===== src/rtl/wb_regfile.sv =====
// wb_regfile: writeback stage plus the integer register file.
//
// Selects the writeback value (load data or ALU result). When the WB-stage
// instruction commits, it writes that value into a 32-entry register file.
// Register x0 is hardwired to zero. The block serves two combinational read
// ports to ID with same-cycle write-through bypass. It also keeps a 64-bit
// count of retired instructions.
//
// Ports:
//   clk, rst              clock; synchronous active-high reset
//   stall                 WB instruction is being held (shared with MEMWB)
//   wb_valid              WB stage holds a real instruction
//   MemtoReg              1 = writeback load data, 0 = writeback ALU result
//   RegWrite              instruction writes rd
//   rd                    destination register index
//   rd_MemData            load data from MEM
//   ALU_result            ALU result
//   rs1_addr, rs2_addr    ID-stage read indices
//   rs1_data, rs2_data    combinational read data (with bypass)
//   wb_we_o, wb_rd_o      commit-write strobe and its destination
//   wb_data_o             selected writeback value (for EX forwarding)
//   instret               registered retired-instruction count
module wb_regfile #(
  parameter int DATAWIDTH = 32
) (
  input  logic                 clk,
  input  logic                 rst,
  input  logic                 stall,
  input  logic                 wb_valid,
  input  logic                 MemtoReg,
  input  logic                 RegWrite,
  input  logic [4:0]           rd,
  input  logic [DATAWIDTH-1:0] rd_MemData,
  input  logic [DATAWIDTH-1:0] ALU_result,
  input  logic [4:0]           rs1_addr,
  input  logic [4:0]           rs2_addr,
  output logic [DATAWIDTH-1:0] rs1_data,
  output logic [DATAWIDTH-1:0] rs2_data,
  output logic                 wb_we_o,
  output logic [4:0]           wb_rd_o,
  output logic [DATAWIDTH-1:0] wb_data_o,
  output logic [63:0]          instret
);

  // x0 is never stored, so the array only covers x1..x31.
  logic [DATAWIDTH-1:0] r_regs [1:31];
  logic [63:0]          r_instret;

  logic [DATAWIDTH-1:0] w_wbData;
  logic                 w_commit;
  logic                 w_we;

  assign w_wbData = MemtoReg ? rd_MemData : ALU_result;

  // A held (stalled) instruction is presented repeatedly. It commits only in
  // its stall-low cycle. Reset drops whatever is in flight.
  assign w_commit = wb_valid & ~stall & ~rst;
  assign w_we     = w_commit & RegWrite & (rd != 5'd0);

  assign wb_we_o   = w_we;
  assign wb_rd_o   = rd;
  assign wb_data_o = w_wbData;
  assign instret   = r_instret;

  // Register array and retire counter. The counter advances on every commit,
  // including commits that do not write a register. It wraps naturally at 2^64.
  always_ff @(posedge clk) begin
    if (rst) begin
      for (int i = 1; i < 32; i++) begin
        r_regs[i] <= '0;
      end
      r_instret <= '0;
    end else begin
      if (w_we) begin
        r_regs[rd] <= w_wbData;
      end
      if (w_commit) begin
        r_instret <= r_instret + 64'd1;
      end
    end
  end

  // Read port 1. The read is write-first: a matching commit in this cycle is
  // returned before the array has been updated.
  always_comb begin
    rs1_data = '0;
    if (rs1_addr != 5'd0) begin
      if (w_we && (rd == rs1_addr)) begin
        rs1_data = w_wbData;
      end else begin
        rs1_data = r_regs[rs1_addr];
      end
    end
  end

  // Read port 2. This port works the same way as port 1.
  always_comb begin
    rs2_data = '0;
    if (rs2_addr != 5'd0) begin
      if (w_we && (rd == rs2_addr)) begin
        rs2_data = w_wbData;
      end else begin
        rs2_data = r_regs[rs2_addr];
      end
    end
  end

endmodule


===== config.mk =====
export PLATFORM = sky130hd
export DESIGN_NAME = wb_regfile
export DESIGN_NICKNAME = d
export VERILOG_FILES = /design/src/rtl/wb_regfile.sv
export SDC_FILE = /design/constraint.sdc
export NUM_CORES = 2
export LEC_CHECK = 0
export BUFFER_PORTS_ARGS = -buffer_cell sky130_fd_sc_hd__buf_2
export CORE_MARGIN = 2
export CORE_UTILIZATION = 44
export DETAILED_ROUTE_END_ITERATION = 6
export PLACE_DENSITY_LB_ADDON = 0.08
export SYNTH_ARGS = -nofsm -noshare
export SYNTH_HDL_FRONTEND = slang
export SYNTH_SLANG_ARGS = --single-unit

===== constraint.sdc =====
create_clock -name clk -period 4.3 [get_ports clk]
set_input_delay 0.86 -clock clk [delete_from_list [all_inputs] [get_ports clk]]
set_output_delay 0.86 -clock clk [all_outputs]
set_load 0.02 [all_outputs]

# --- Word level (Yosys, flattened, before mapping) ---
# Memories as Yosys holds them, arrays and structs flattened.
# Cells that the tools add are included.
classes:
  n_addsub: 1
  n_eq_ne: 2
  muxes: 13
  bitwise: 6
  n_reduce_logical: 6
ops:
  columns: ["op", "count"]
  rows:
  - ["2-to-1 mux 32 bit", 6]
  - ["adder 64 x 1 -> 64 bit, second input constant", 1]
  - ["OR reduction 32 bit", 1]
  - ["nonzero test 5 bit", 3]
  - ["equality test 5 bit", 2]
  - ["2-to-1 mux 1 bit", 6]
  - ["2-to-1 mux 5 bit", 1]
  - ["bitwise AND 1 bit", 4]
  - ["logical AND 1 bit", 2]
  - ["NOT 1 bit", 2]
totals:
  ff_bits: 64
  mem_bits_rw: 992
  inputBits: 85
  out_inout_bits: 166
  elab_cells: 30
  n_memories: 1
memory_table:
  columns: ["name", "words", "word_bits", "rd", "rd_clocked_by_memory_dff", "write_ports", "line_no", "source"]
  rows:
  - ["r_regs", 31, 32, 2, 0, 31, "46", "logic [DATAWIDTH-1:0] r_regs [1:31];"]

# --- Longest topological paths before layout ---
depth:
  ltp_word: 10
  mapped_depth: 11

# --- Worst setup path before layout ---
# OpenSTA, ideal clock, no wires.
synth_timing:
  path_type: "input port to output port"
  from: "input port rd[0]"
  to: "output port rs1_data[0]"
  t_arrival_ns: 3.115
  required_time_ns: 3.440
  slack_ns: 0.325
  cell_stages: 7
  path_buffers: 3
  path_cell_list: "clkbuf_1 > nor2_1 > a21bo_2 > or4_1 > buf_2 > clkbuf_1 > o311ai_0"
synth_between:
  elab_chain_cells: 5
  word_cells_on_any_way: 6
  cone_classes: "eq/ne: 1; mux: 2; bitwise: 1; reduce/logical: 2"
synth_rtl:
  columns: ["item", "line_no", "source"]
  rows:
  - ["from (decl)", "32", "input logic [4:0] rd,"]
  - ["nonzero test 5 bit", "58", "assign w_we = w_commit & RegWrite & (rd != 5'd0);"]
  - ["bitwise AND 1 bit", "58", null]
  - ["logical AND 1 bit (*)", "88", "if (w_we && (rd == rs1_addr)) begin"]
  - ["2-to-1 mux 32 bit (*)", "88", null]
  - ["2-to-1 mux 32 bit (*)", "87", "if (rs1_addr != 5'd0) begin"]
  - ["to (decl)", "37", "output logic [DATAWIDTH-1:0] rs1_data,"]
# Every way passes the cells marked *; elsewhere a longest branch is shown, timed or not.

# --- Final worst setup path ---
layout_timing:
  from: "input port rs1_addr[4]"
  to: "output port rs1_data[18]"
layout_between:
  elab_chain_cells: 4
  word_cells_on_any_way: 6
  cone_classes: "eq/ne: 1; mux: 2; reduce/logical: 2; memory: 1"
layout_rtl:
  columns: ["item", "line_no", "source"]
  rows:
  - ["from (decl)", "35", "input logic [4:0] rs1_addr,"]
  - ["branches (longest 3 deep; another with memory (31 x 32 bit))", null, null]
  - ["2-to-1 mux 32 bit (*)", "87", null]
# Every way passes the cells marked *.

==> results.md <==
* Run status: finished clean
* Final WL at 225,000 um
* Initial drt markers at ~6k
* Reg2reg end: instret[52]$_SDFFE_PP0N_
* Post-Syn Area per Cell at 12.8 um2
* Type of destination of the critical path: output pin
* Core Box Area at roughly 130,000 um2
* P&R area growth vs syn at 18.2%
* CP Launch Type: primary input
* Grt ovf at 0
* Drt via density at roughly 6.5
* Fmax at approximately 0.23 GHz
* Worst hold path cell count at 3
* DRC at 0
* Final hold vios at 0
* Vias in the first global route at around 41k
* Synth area leaders: edfxtp_1 55%, mux4_2 15%, nor2_1 7.4%
* Met3 wire len at 24,900 um
* First-pass GRT wire length at about 310,000 um
* # fillers at around 11k
* CP cell instances: buf_2, buf_4, nand2b_2, buf_4, nor2_1, a221oi_2, buf_4, a31oi_2, buf_2
* WP buf/inv at 5
* Most frequent cells in the layout: 1,091 x nor2_1, 1,024 x edfxtp_1, 377 x mux4_2, 328 x buf_4, 286 x mux2i_1
* EDFF count, synth at a little over 1k
* Routed wire length per instance at 34.6 um
* Mapped cell area at ~56,000 um2
* Final Max Tran Viols at 0
* Final #Nets at a little under 5k
* Post-route clock period utilization at 0.999
* Initial antenna violation count at 7
* Delay-heaviest family, CP: buffers and inverters
* Min setup slack post-route at ~4.5 ps
* Via count at ~42k
* Clock Latency Late Sink at about 740 ps
* Kind of critical path: primary input to output pin
* Slew of the pin with the lowest slew margin at 1140 ps
* Period minus WS final at 4300 ps
* Critical path fanouts, max at 7
* Post-DP Area at just over 60,000 um2
* Worst Clk Skew at 8.25 ps
* Post-synth ARST share at 0
* RSZ-0062 raised after global routing: false
* Static leakage power at between 20 and 25 nW
* Yosys warning total at 0
* Slowest cell on crit path: nor2_1
* Max_slew headroom at 0.238
* Final setup vio count at 0
* Distinct cells, synth at 65
* Metal2 WL at roughly 100,000 um
* FF-to-FF setup slack at 1910 ps
* IO buf count at 250
* Pre-CTS setup slack at -458 ps
* Leading register cell type out of synthesis: edfxtp_1
* Starting density of the core at 0.444
* Worst Path Arrival at between 3000 and 4000 ps
* Reg2reg start: instret[11]$_SDFFE_PP0N_
* GPL Wtd Cong at between 0.8 and 0.9
* Reg2Reg Depth at 6
* Row count at 130
* GRT Overall Usage at 0.341
* Largest stage delay, worst path at 480 ps
* Clock buffer depth at 3
* Top sig layer: met5
* CTS H-Tree Depth at 3
* Die height at 360 um
* Hold endpoint: r_regs[0][1]$_DFFE_PP_
* Die width at 360 um
* Final Util at 0.525
* Clk pin slew, worst setup/hold paths at 60 ps
* Max-Cap Viols at 0
* Gate Count Post-Synth at approximately 4.4k
* HPWL Detailed at about 140,000 um
* Clock root buffer: clkbuf_16
* Largest net degree at the start of global routing at 66
* #FFs+latches synth at roughly 1.1k
* Fin area at between 60,000 and 70,000 um2
* Overall power at 26.4 mW
* Register area share after synthesis at 0.573
* Metal-1 WL at around 90,000 um
* CTS tree: done
* First-pass detailed-route iteration total at 6
* Maximum vdd drop at between 0.3 and 0.4 mV
* Fin Setup TNS at 0 ps
* Cell taking the most area after synthesis: edfxtp_1
* CTS sink count at about 1.1k
* Share of cells above drive strength 1 at 0.275
* Hold WC Path Type: primary input to register
* Yosys top cell area share at 0.550
* DRT antenna net count at 0
* CP most frequent cell: buf_4
* DIE AREA at between 100,000 and 150,000 um2
* CTS Buf Count at roughly 120
* Most common cell after layout, fill and taps aside: nor2_1
* Ports at 251
* Cell area power density at roughly 400 nW/um2
* Worst EP required at 3440 ps
* Hold Startpoint: ALU_result[1]
## how the worst max path moves through the flow
stage / from / cells after the start / endpoint
global route: rs1_addr[0] / 10 / rs1_data[1]
CTS: rs1_addr[4] / 9 / rs1_data[18]
floorplan: rd[0] / 7 / rs1_data[0]
global placement: rst / 9 / rs1_data[3]
detailed placement: rst / 9 / rs1_data[3]
finish: rs1_addr[4] / 9 / rs1_data[18]
## worst reg2reg max path, stage by stage (launching register included)
cell and delay, ps:
dfxtp_1 430, and4_1 290, nand3_1 200, nor4_2 690, nand3_1 270, o21a_1 230, o21ba_2 200
## where the power goes
| group | internal (mW) | total [mW] | switching [mW] | leakage, nW |
|---|---|---|---|---|
| Combinational | 1.46 | 3.81 | 2.35 | 12.4 |
| Clock | 5.82 | 10.3 | 4.43 | 1.85 |
| Sequential | 12.1 | 12.4 | 0.274 | 10.2 |
| Total | 19.4 | 26.4 | 7.05 | 24.5 |
## stage by stage
step           cells  hold WS, ps
2_1_floorplan   4386          566
3_3_place_gp    6256          486
3_5_place_dp    6256          505
4_1_cts         6480          475
5_1_grt         6481          485
6_report        6483          498
## registers in the layout (all words and copies together) (netlist names)
signal / count
instret: 64
r_regs: 1024
## metal layers
layer | global-route usage | vias to the layer above
met5 | 0 | -
met4 | 0.124 | 12
met3 | 0.0740 | 510
met2 | 0.532 | 2691
met1 | 0.473 | 21600
li1 | - | 17100
## cell usage after synthesis, types with 64 or more instances
library cell and count:
nand2_1 202, buf_2 92, o21ai_0 76, nand3_1 89, a22oi_1 144, clkbuf_1 295
a21oi_1 100, dfxtp_1 64, nor2_1 1098, mux4_2 377, mux2i_1 319, edfxtp_1 1024
## layout make-up
type,count,area [um2],area share
well taps,1650,2060,0.0312
clock buffers,160,3300,0.0500
inverters,38,143,0.00216
flip-flops and latches,1088,32000,0.485
diodes,3,7.51,0.000114
repair buffers,653,5300,0.0802
multi-input cells,2827,22700,0.344
clock inverters,64,505,0.00765
## repair_timing
action | 4_1_cts | 5_1_grt
endpoints found under the hold margin | 0 | 0
setup endpoints to repair | 11 | 3
hold buffers | 0 | 0
gates cloned | 0 | 0
gates resized for setup | 8 | 3
pin swaps | 2 | 0
buffers inserted | 0 | 0
## logic make-up (layout without fill, tap and decap cells)
family,after synthesis,after routing,share of synthesized area
other,1,35,0.0000671
adder cells (fa/ha/maj),1,1,0.000224
AND/OR/NAND/NOR,1581,1581,0.117
buffers and inverters,471,915,0.0352
multiplexers,698,698,0.209
AO/OA/AOI/OAI,449,449,0.0543
flip-flops,1088,1088,0.573
XOR/XNOR,66,66,0.0103
(Power assumes the default switching activity.)
